## config.mk

```make
export PLATFORM = sky130hd
export DESIGN_NAME = alu_serial_seq
export DESIGN_NICKNAME = d
export VERILOG_FILES = /design/src/rtl/alu_serial_seq_pkg.sv /design/src/rtl/alu_serial_seq.sv
export SDC_FILE = /design/constraint.sdc
export NUM_CORES = 1
export LEC_CHECK = 0
export CELL_PAD_IN_SITES_DETAIL_PLACEMENT = 2
export CELL_PAD_IN_SITES_GLOBAL_PLACEMENT = 2
export CORE_ASPECT_RATIO = 0.5
export CORE_MARGIN = 5
export CORE_UTILIZATION = 33
export CTS_BUF_LIST = sky130_fd_sc_hd__clkbuf_2 sky130_fd_sc_hd__clkbuf_4 sky130_fd_sc_hd__clkbuf_8
export CTS_CLUSTER_DIAMETER = 30
export DETAILED_ROUTE_END_ITERATION = 6
export PLACE_DENSITY = 0.87
export SLEW_MARGIN = 20
export SYNTH_ARGS = -nofsm -noshare
export SYNTH_HDL_FRONTEND = slang
export SYNTH_SLANG_ARGS = --single-unit
```

## constraint.sdc

```tcl
create_clock -name clk -period 2.98 [get_ports clk]
set_clock_uncertainty 0.05 [all_clocks]
set_input_delay 0.596 -clock clk [delete_from_list [all_inputs] [get_ports clk]]
set_output_delay 0.596 -clock clk [all_outputs]
set_load 0.005 [all_outputs]
```

## src/rtl/alu_serial_seq_pkg.sv

```systemverilog
// Shared definitions for the bit-serial ALU sequencer: FSM state encoding,
// operation-select constants and the op_sel-to-slice inversion mapping.
package alu_serial_seq_pkg;

    // FSM states
    localparam logic [1:0] ST_IDLE = 2'd0;
    localparam logic [1:0] ST_RUN  = 2'd1;
    localparam logic [1:0] ST_DONE = 2'd2;

    // Operation select; bit0 inverts A in the slice (s0), bit1 inverts B (s1)
    localparam logic [1:0] OP_ADD      = 2'b00;
    localparam logic [1:0] OP_SUB_B    = 2'b10;  // A - B with cin_init = 1
    localparam logic [1:0] OP_SUB_A    = 2'b01;  // B - A with cin_init = 1
    localparam logic [1:0] OP_INV_BOTH = 2'b11;

    // Returns {s1, s0} for the slice given a latched operation select.
    function automatic logic [1:0] op_to_slice_sel(input logic [1:0] op);
        logic [1:0] sel;
        case (op)
            OP_ADD:      sel = 2'b00;
            OP_SUB_B:    sel = 2'b10;
            OP_SUB_A:    sel = 2'b01;
            OP_INV_BOTH: sel = 2'b11;
            default:     sel = 2'b00;
        endcase
        return sel;
    endfunction

endpackage

```

## src/rtl/alu_serial_seq.sv

```systemverilog
// Bit-serial ALU sequencer. Feeds one operand bit pair per cycle (LSB first)
// to an external 1-bit ALU slice, chains the slice carry between bits and
// assembles the returned bits into a WIDTH-bit result with carry and zero.
module alu_serial_seq
    import alu_serial_seq_pkg::*;
#(
    parameter int WIDTH = 8
) (
    input  logic             clk,
    input  logic             reset,
    input  logic             start,
    input  logic [WIDTH-1:0] op_a,
    input  logic [WIDTH-1:0] op_b,
    input  logic [1:0]       op_sel,
    input  logic             cin_init,
    output logic             ready,
    output logic             done,
    output logic [WIDTH-1:0] result,
    output logic             carry_out,
    output logic             zero,
    output logic             slice_a,
    output logic             slice_b,
    output logic             slice_c,
    output logic             slice_s0,
    output logic             slice_s1,
    input  logic             slice_out,
    input  logic             slice_carry
);

    localparam int              IDX_W    = $clog2(WIDTH) + 1;
    localparam logic [IDX_W-1:0] LAST_IDX = IDX_W'(WIDTH - 1);

    logic [1:0]       state;
    logic [IDX_W-1:0] idx;
    logic [WIDTH-1:0] a_sh;        // latched A, shifted right so bit[idx] sits at bit 0
    logic [WIDTH-1:0] b_sh;        // latched B, shifted the same way
    logic [WIDTH-1:0] stage;       // result bits collected during RUN, shifted in from the MSB
    logic [1:0]       sel_q;
    logic             cin_q;
    logic             carry_q;     // slice carry of the previous bit
    logic [WIDTH-1:0] next_result;

    assign ready       = (state != ST_RUN);
    assign done        = (state == ST_DONE);
    assign next_result = {slice_out, stage[WIDTH-1:1]};

    // Drive the slice only while a bit is being processed; hold it at 0 otherwise.
    always_comb begin
        // NOTE: every output gets a default before the branch so no latch is inferred.
        slice_a  = 1'b0;
        slice_b  = 1'b0;
        slice_c  = 1'b0;
        slice_s0 = 1'b0;
        slice_s1 = 1'b0;
        if (state == ST_RUN) begin
            slice_a              = a_sh[0];
            slice_b              = b_sh[0];
            slice_c              = (idx == '0) ? cin_q : carry_q;
            {slice_s1, slice_s0} = op_to_slice_sel(sel_q);
        end
    end

    // Sequencer: accept requests when idle/done, step one bit per cycle in RUN,
    // and publish result/carry/zero only on the transition into DONE.
    always_ff @(posedge clk) begin
        // NOTE: sequential state uses non-blocking assignments so every register
        // samples pre-edge values regardless of statement order.
        if (reset) begin
            // NOTE: the working registers are reset too, so partial work from an
            // interrupted operation can never leak into a later one.
            state     <= ST_IDLE;
            idx       <= '0;
            a_sh      <= '0;
            b_sh      <= '0;
            stage     <= '0;
            sel_q     <= 2'b00;
            cin_q     <= 1'b0;
            carry_q   <= 1'b0;
            result    <= '0;
            carry_out <= 1'b0;
            zero      <= 1'b1;
        end else begin
            case (state)
                ST_RUN: begin
                    a_sh    <= a_sh >> 1;
                    b_sh    <= b_sh >> 1;
                    stage   <= next_result;
                    carry_q <= slice_carry;
                    if (idx == LAST_IDX) begin
                        idx       <= '0;
                        state     <= ST_DONE;
                        result    <= next_result;
                        carry_out <= slice_carry;
                        zero      <= (next_result == '0);
                    end else begin
                        idx <= idx + 1'b1;
                    end
                end
                default: begin
                    // IDLE and DONE both accept a new request (no bubble after DONE)
                    if (start) begin
                        a_sh  <= op_a;
                        b_sh  <= op_b;
                        sel_q <= op_sel;
                        cin_q <= cin_init;
                        idx   <= '0;
                        state <= ST_RUN;
                    end else begin
                        state <= ST_IDLE;
                    end
                end
            endcase
        end
    end

endmodule
```

==> results.py, run 1 <==
metrics = {
    "yosys": {
        "synth.distinct_cells": 27,
        "synth_edf_count": 0,
        "netlist_area_um2": 1830,
        "synthArstFlopShare": 0,
        "synthAdderAreaFrac": 0.0137,
        "syn-num-nets": 229,
        "yosys_register_bits": 43,
        "synth-xor-area-share": 0,
        "syn_area_per_cell_um2": 9.00,
        "synth.area.mux_share": 0.149,
        "yosysWarnings": 0,
        "synth-compound-area-share": 0.126,
        "ys.flop_type": "dfxtp_1",
        "synth_top_family_by_area": "simple AND/OR/NAND/NOR gates",
        "ys_seq_area_frac": 0.471,
        "synthSimpleGateAreaFrac": 0.188,
        "syn_inst": 203,
    },
    "clocking": {
        "post_cts_buffers": 0,
        "clk_latency_ps": 300,
        "tritoncts": "built",
        "numClockSinks": 43,
        "cts_buffer_depth": 2,
        "htree_levels": 2,
        "cts_buffers": 5,
        "path_clk_slew_ps": 80,
        "cts_resized": 0,
        "holdBufCountCts": 0,
        "cts-root-buf": "clkbuf_8",
    },
    "pwr": {
        "power_density_nw_per_um2": 498,
        "power.static_leakage_nw": 0.902,
        "ir_worst_vdd_mv": 0.208,
        "total_power_mw": 1.18,
    },
    "job": {
        "cap_viol_max_count": 0,
    },
    "layout": {
        "finish.net_count": 264,
        "antenna_cells": 0,
        "syn2layout_area_growth_pct": 30.0,
        "final_cell_mix": "dfxtp_1, clkdlybuf4s50_1, nand2_1",
        "drive_gt1_frac": 0.0669,
        "layout_commonest_cell": "dfxtp_1",
    },
    "drt": {
        "dr_total_vias": 1551,
        "ant_nets": 0,
        "drcViolationCount": 0,
        "drt_first_pass_iters": 4,
        "drt_iter0_markers": 91,
        "viasPerCell": 4.97,
        "avgRoutedWirePerCell_um": 16.6,
        "wirelength_um": 5170,
    },
    "global_routing": {
        "grt.overflow.total": 0,
        "track_usage": 0.155,
        "antenna_found_initial": 0,
        "grt_max_degree": 41,
        "grt_pass1_vias": 1765,
        "grt_first_pass_wirelength_um": 8940,
    },
    "floorplanning": {
        "die_x_um": 115,
        "die_h_um": 62.6,
        "core_area_um2": 5420,
        "dieArea_um2": 7220,
        "io-pin-count": 41,
        "start_util": 0.337,
        "rows": 19,
    },
    "worst_setup_path": {
        "startpoint_type": "flip-flop",
        "crit_arrival_ps": 2080,
        "criticalPathCategory": "reg -> out",
        "cp.required_ps": 2330,
        "end_kind": "primary output",
        "ff2ff_path_depth": 5,
        "critPathMaxFanout": 14,
    },
    "sta": {
        "layout_min_cycle_time_ps": 2720,
        "slew_viol_final": 0,
        "fin_worst_hold_slack_ps": 414,
        "max-slew-margin-rel": 0.588,
        "setup-tns-final_ps": 0,
        "rsz0062_at_grt": "no",
        "hold_violations": 0,
        "finalCritPeriodShare": 0.913,
        "fmax_mhz": 367,
        "finalSetupViolCount": 0,
        "tightest_slew_ps": 616,
    },
    "placed_design": {
        "post-dp-hpwl_um": 3440,
        "gp_congestion": 0.729,
        "port_buffers": 40,
    },
    "outcome": {
        "status": "complete, no violations",
    },
    "hold_path": {
        "hold_depth": 2,
        "hold_class": "reg -> reg",
    },
}
final cells by class:
| class | count | area, um2 |
|---|---|---|
| fillers | 577 | 3040 |
| multi-input cells | 139 | 871 |
| flip-flops and latches | 43 | 861 |
| repair buffers | 44 | 430 |
| clock buffers | 8 | 104 |
| well taps | 73 | 91.3 |
| inverters | 5 | 18.8 |
worst paths after layout:
path	start	endpoint	slack (ps)
worst max register to register	state[0]$_SDFFE_PP0P_	idx[3]$_SDFFE_PP0P_	740
worst min-delay path	result[5]$_SDFFE_PP0P_	result[5]$_SDFFE_PP0P_	410
worst min register to register	result[5]$_SDFFE_PP0P_	result[5]$_SDFFE_PP0P_	410
worst max-delay path	state[0]$_SDFFE_PP0P_	slice_c	260
logic make-up after synthesis:
| logic type | after synthesis |
|---|---|
| AND/OR/NAND/NOR | 74 |
| flip-flops | 43 |
| AO/OA/AOI/OAI | 36 |
| multiplexers | 27 |
| buffers and inverters | 21 |
| adder cells (fa/ha/maj) | 2 |
state kept, by name (all words and copies together), names as in the netlist:
register	count
idx	4
zero	1
b_sh	8
carry_out	1
result	8
state	2
carry_q	1
a_sh	8
stage	7
cin_q	1
sel_q	2
cell usage after synthesis (all sizes together), types with 2 or more instances:
cell / count / area share
nor3: 3 / 0.0082
a21oi: 13 / 0.036
dfxtp: 43 / 0.47
buf: 8 / 0.026
inv: 5 / 0.010
nand3: 7 / 0.019
and2: 4 / 0.014
nor4: 3 / 0.010
nor2: 16 / 0.042
clkbuf: 8 / 0.016
ha: 2 / 0.014
o21ai: 4 / 0.011
a211oi: 16 / 0.066
nand2: 36 / 0.074
mux2i: 26 / 0.14
where the power goes:
part / switching [mW] / total [mW] / leakage [nW] / internal, mW
Clock: 0.206 / 0.427 / 0.0549 / 0.221
Sequential: 0.0137 / 0.613 / 0.351 / 0.599
Combinational: 0.0745 / 0.143 / 0.495 / 0.0682
Total: 0.294 / 1.18 / 0.902 / 0.888
metal layers:
| metal | vias up | share of wire | track usage | wire length [um] |
|---|---|---|---|---|
| met5 | - | 0 | 0 | 0 |
| met4 | 0 | 0.0095 | 0.0395 | 49 |
| met3 | 6 | 0.026 | 0.0387 | 136 |
| met2 | 23 | 0.51 | 0.271 | 2610 |
| met1 | 752 | 0.46 | 0.190 | 2370 |
| li1 | 770 | - | - | - |
stage by stage:
step                instance area (um2)  setup slack [ps]  std cells   util
CTS                                2380               221        312  0.438
floorplan                          1830              1290        203      -
detailed placement                 2270               624        304  0.419
global route                       2380               126        312  0.438
finish                             2380               259        312  0.438
global placement                   2270               688        304  0.419
worst max-delay path, cell delays in order (launching register included):
cell             delay [ps]
dfxtp_1                 330
nor2b_2                 530
inv_2                   220
nor2_1                  180
clkdlybuf4s50_1         520
Note: power is estimated with default switching activity, not from simulation.
==> inputs of run 2 (changes only) <==
Settings changed: RECOVER_POWER set to 50.
==> results.py, run 2 (synthesis results as in run 1) <==
metrics = {
    "outcome": {
        "status": "complete, no violations",
    },
    "pwr": {
        "power_density_nw_per_um2": 498,
        "power.static_leakage_nw": 0.931,
        "ir_worst_vdd_mv": 0.208,
        "total_power_mw": 1.18,
    },
    "sta": {
        "max-slew-margin-rel": 0.406,
        "finalSetupViolCount": 0,
        "fmax_mhz": 367,
        "slew_viol_final": 0,
        "rsz0062_at_grt": "no",
        "finalCritPeriodShare": 0.914,
        "tightest_slew_ps": 892,
        "hold_violations": 0,
        "layout_min_cycle_time_ps": 2720,
        "setup-tns-final_ps": 0,
    },
    "layout": {
        "reg.largest.list": "a_sh: 8 flops, b_sh: 8 flops, result: 8 flops",
        "finish.net_count": 264,
        "drive_gt1_frac": 0.0669,
        "layout_commonest_cell": "dfxtp_1",
        "layout.cells.non_filler": 312,
        "ff_latch_area_um2": 861,
        "antenna_cells": 0,
        "syn2layout_area_growth_pct": 29.8,
        "final_area_um2": 2370,
        "final_util": 0.438,
        "final_cell_mix": "dfxtp_1, nand2_1, clkdlybuf4s50_1",
        "multi_input_area_um2": 871,
        "n_fill_cell": 578,
    },
    "clocking": {
        "cts_buffer_depth": 2,
        "holdBufCountCts": 0,
        "cts_resized": 0,
        "numClockSinks": 43,
        "clk_latency_ps": 300,
        "path_clk_slew_ps": 80,
        "tritoncts": "built",
        "post_cts_buffers": 0,
        "cts_buffers": 5,
        "cts-root-buf": "clkbuf_8",
        "htree_levels": 2,
    },
    "worst_setup_path": {
        "cp_slowest_cell": "nor2b_2",
        "crit_chain": "nor2b_2 > inv_2 > nor2_1 > clkdlybuf4s50_1",
        "startpoint": "state[0]$_SDFFE_PP0P_",
        "crit_arrival_ps": 2080,
        "cp_top_family": "buffers and inverters",
        "timing.rr.start": "state[0]$_SDFFE_PP0P_",
        "cpPeakStageDelay_ps": 530,
        "critPathMaxFanout": 14,
        "criticalPathCategory": "reg -> out",
        "end_kind": "primary output",
        "cp.required_ps": 2330,
        "crit_buf_inv": 2,
        "startpoint_type": "flip-flop",
    },
    "hold_path": {
        "hold_class": "reg -> reg",
        "hp-start": "result[5]$_SDFFE_PP0P_",
    },
    "placed_design": {
        "port_buffers": 40,
        "placed_cell_area_um2": 2270,
        "gp_congestion": 0.729,
        "dp_cells": 304,
        "post-dp-hpwl_um": 3440,
    },
    "drt": {
        "viasPerCell": 4.97,
        "drt_iter0_markers": 90,
        "drt_first_pass_iters": 4,
        "ant_nets": 0,
        "avgRoutedWirePerCell_um": 16.6,
        "dr_total_vias": 1551,
        "wirelength_um": 5170,
        "drcViolationCount": 0,
    },
    "global_routing": {
        "grt.overflow.total": 0,
        "track_usage": 0.155,
        "grt_first_pass_wirelength_um": 8940,
        "grt_pass1_vias": 1765,
        "grt_max_degree": 41,
        "antenna_found_initial": 0,
    },
    "floorplanning": {
        "die_h_um": 62.6,
        "dieArea_um2": 7220,
        "die_x_um": 115,
        "io-pin-count": 41,
        "core_area_um2": 5420,
        "start_util": 0.337,
        "rows": 19,
    },
    "job": {
        "cap_viol_max_count": 0,
    },
}
[run 2: through the flow]
stage	worst slack, ps	hold WS, ps
floorplan	1290	386
global placement	688	391
detailed placement	624	406
CTS	221	419
global route	126	432
finish	256	411
[run 2: worst paths after layout]
path	cells after the start	slack, ps	endpoint
worst min-delay path	2	410	result[5]$_SDFFE_PP0P_
worst max-delay path	4	260	slice_c
worst min register to register	2	410	result[5]$_SDFFE_PP0P_
worst max register to register	5	360	idx[3]$_SDFFE_PP0P_
[run 2: per-layer routing]
layer	part of all wire	GRT usage	vias up	routed length (um)
met1	0.46	0.190	753	2370
li1	-	-	769	-
met4	0.0095	0.0395	0	49
met3	0.026	0.0387	6	136
met5	0	0	-	0
met2	0.51	0.271	23	2610
[run 2: worst min-delay path, delay by kind of cell, from the launching register on]
kind / cells / cell delay [ps]
muxes: 1 / 50
and+or+nand+nor: 1 / 50
DFF: 1 / 320
[run 2: area by class of cell]
cell class,instances,area share
multi-input cells,139,0.367
repair buffers,44,0.180
clock buffers,8,0.0438
flip-flops and latches,43,0.363
well taps,73,0.0385
inverters,5,0.00791
[run 2: where the power goes]
group	switching (mW)	internal (mW)	total, mW
Combinational	0.0746	0.0675	0.142
Sequential	0.0137	0.599	0.613
Clock	0.206	0.221	0.427
Total	0.295	0.888	1.18
==> inputs of run 3 (changes only) <==
Settings changed: PLACE_DENSITY 0.87 to 0.89.
==> results.py, run 3 (synthesis results as in run 1) <==
metrics = {
    "pwr": {
        "ir_worst_vdd_mv": 0.204,
        "total_power_mw": 1.15,
        "power.static_leakage_nw": 0.926,
        "power_density_nw_per_um2": 484,
    },
    "sta": {
        "slew_viol_final": 0,
        "fin_worst_hold_slack_ps": 407,
        "fmax_mhz": 387,
        "timing.final.ws_setup_ps": 396,
        "finalSetupViolCount": 0,
        "rsz0062_at_grt": "no",
        "finalCritPeriodShare": 0.867,
        "layout_min_cycle_time_ps": 2580,
        "hold_violations": 0,
        "setup-tns-final_ps": 0,
        "tightest_slew_ps": 862,
        "max-slew-margin-rel": 0.426,
    },
    "clocking": {
        "cts_buffers": 5,
        "cts_buffer_depth": 2,
        "numClockSinks": 43,
        "cts_resized": 0,
        "htree_levels": 2,
        "cts-root-buf": "clkbuf_8",
        "path_clk_slew_ps": 80,
        "holdBufCountCts": 0,
        "clk_latency_ps": 300,
        "tritoncts": "built",
        "post_cts_buffers": 0,
    },
    "placed_design": {
        "dp_cells": 305,
        "gp_congestion": 0.794,
        "port_buffers": 40,
        "dp_slack_ps": 797,
        "placed_cell_area_um2": 2280,
        "post-dp-hpwl_um": 3730,
    },
    "layout": {
        "n_fill_cell": 606,
        "final_cell_mix": "dfxtp_1, nand2_1, clkdlybuf4s50_1",
        "syn2layout_area_growth_pct": 29.3,
        "layout.cells.non_filler": 313,
        "finish.net_count": 265,
        "layout_commonest_cell": "dfxtp_1",
        "ff_latch_area_um2": 861,
        "reg.largest.list": "a_sh: 8 flops, b_sh: 8 flops, result: 8 flops",
        "drive_gt1_frac": 0.0625,
        "final_util": 0.436,
        "multi_input_area_um2": 868,
        "final_area_um2": 2360,
        "antenna_cells": 0,
    },
    "global_routing": {
        "grt_pass1_vias": 1854,
        "grt_max_degree": 40,
        "grt_first_pass_wirelength_um": 9540,
        "antenna_found_initial": 0,
        "track_usage": 0.164,
        "grt.overflow.total": 0,
    },
    "floorplanning": {
        "die_h_um": 62.6,
        "die_x_um": 115,
        "io-pin-count": 41,
        "core_area_um2": 5420,
        "rows": 19,
        "dieArea_um2": 7220,
        "start_util": 0.337,
    },
    "worst_setup_path": {
        "critPathMaxFanout": 14,
        "cp_top_family": "buffers and inverters",
        "r2r-end": "idx[3]$_SDFFE_PP0P_",
        "crit_arrival_ps": 1940,
        "criticalPathCategory": "reg -> out",
        "timing.rr.start": "state[0]$_SDFFE_PP0P_",
        "end_kind": "primary output",
        "crit_buf_inv": 3,
        "cpPeakStageDelay_ps": 510,
        "cp.required_ps": 2330,
        "rrSetupSlack_ps": 440,
        "ff2ff_path_depth": 6,
        "crit_chain": "nor2b_1 > buf_4 > inv_1 > nor2_1 > clkdlybuf4s50_1",
        "cp_slowest_cell": "clkdlybuf4s50_1",
        "startpoint_type": "flip-flop",
    },
    "hold_path": {
        "hold_class": "reg -> reg",
        "hold_depth": 2,
        "hp-start": "result[4]$_SDFFE_PP0P_",
        "whs_endpoint": "result[4]$_SDFFE_PP0P_",
    },
    "drt": {
        "avgRoutedWirePerCell_um": 17.9,
        "wirelength_um": 5590,
        "drt_iter0_markers": 34,
        "drt_first_pass_iters": 4,
        "viasPerCell": 5.11,
        "ant_nets": 0,
        "dr_total_vias": 1598,
        "drcViolationCount": 0,
    },
    "job": {
        "cap_viol_max_count": 0,
    },
    "outcome": {
        "status": "complete, no violations",
    },
}
## run 3: changes by cell type in the layout (fill, tap and decap cells not counted), sizes merged
cell	before	now
clkdlybuf4s50	29	32
dlygate4sd3	11	8
buf	3	4
clkbuf	9	8
clkinv	0	1
## run 3: worst max path at each step
stage	startpoint	end	slack [ps]	depth (start not counted)
finish	state[0]$_SDFFE_PP0P_	slice_c	400	5
global route	state[0]$_SDFFE_PP0P_	slice_c	260	5
CTS	idx[0]$_SDFFE_PP0P_	slice_c	440	6
detailed placement	idx[0]$_SDFFE_PP0P_	slice_c	800	6
global placement	idx[0]$_SDFFE_PP0P_	slice_c	870	6
floorplan	state[0]$_SDFFE_PP0P_	slice_c	1290	6
## run 3: tightest hold or removal path, cell delays in order (launching register included)
cell and delay, ps:
dfxtp_1 310, nand2_1 50, mux2i_1 50
## run 3: layout make-up
type | count | share of cell area
inverters | 5 | 0.00794
well taps | 73 | 0.0386
flip-flops and latches | 43 | 0.364
multi-input cells | 139 | 0.367
repair buffers | 45 | 0.184
clock inverters | 1 | 0.00212
clock buffers | 7 | 0.0355
## run 3: layer usage
| metal | part of all wire | GRT usage |
|---|---|---|
| met1 | 0.44 | 0.194 |
| met2 | 0.52 | 0.296 |
| met3 | 0.028 | 0.0338 |
| met4 | 0.013 | 0.0512 |
| met5 | 0 | 0 |
## run 3: where the power goes
group	switching (mW)	internal [mW]	total [mW]
Sequential	0.0159	0.599	0.615
Combinational	0.0757	0.0684	0.144
Clock	0.203	0.183	0.386
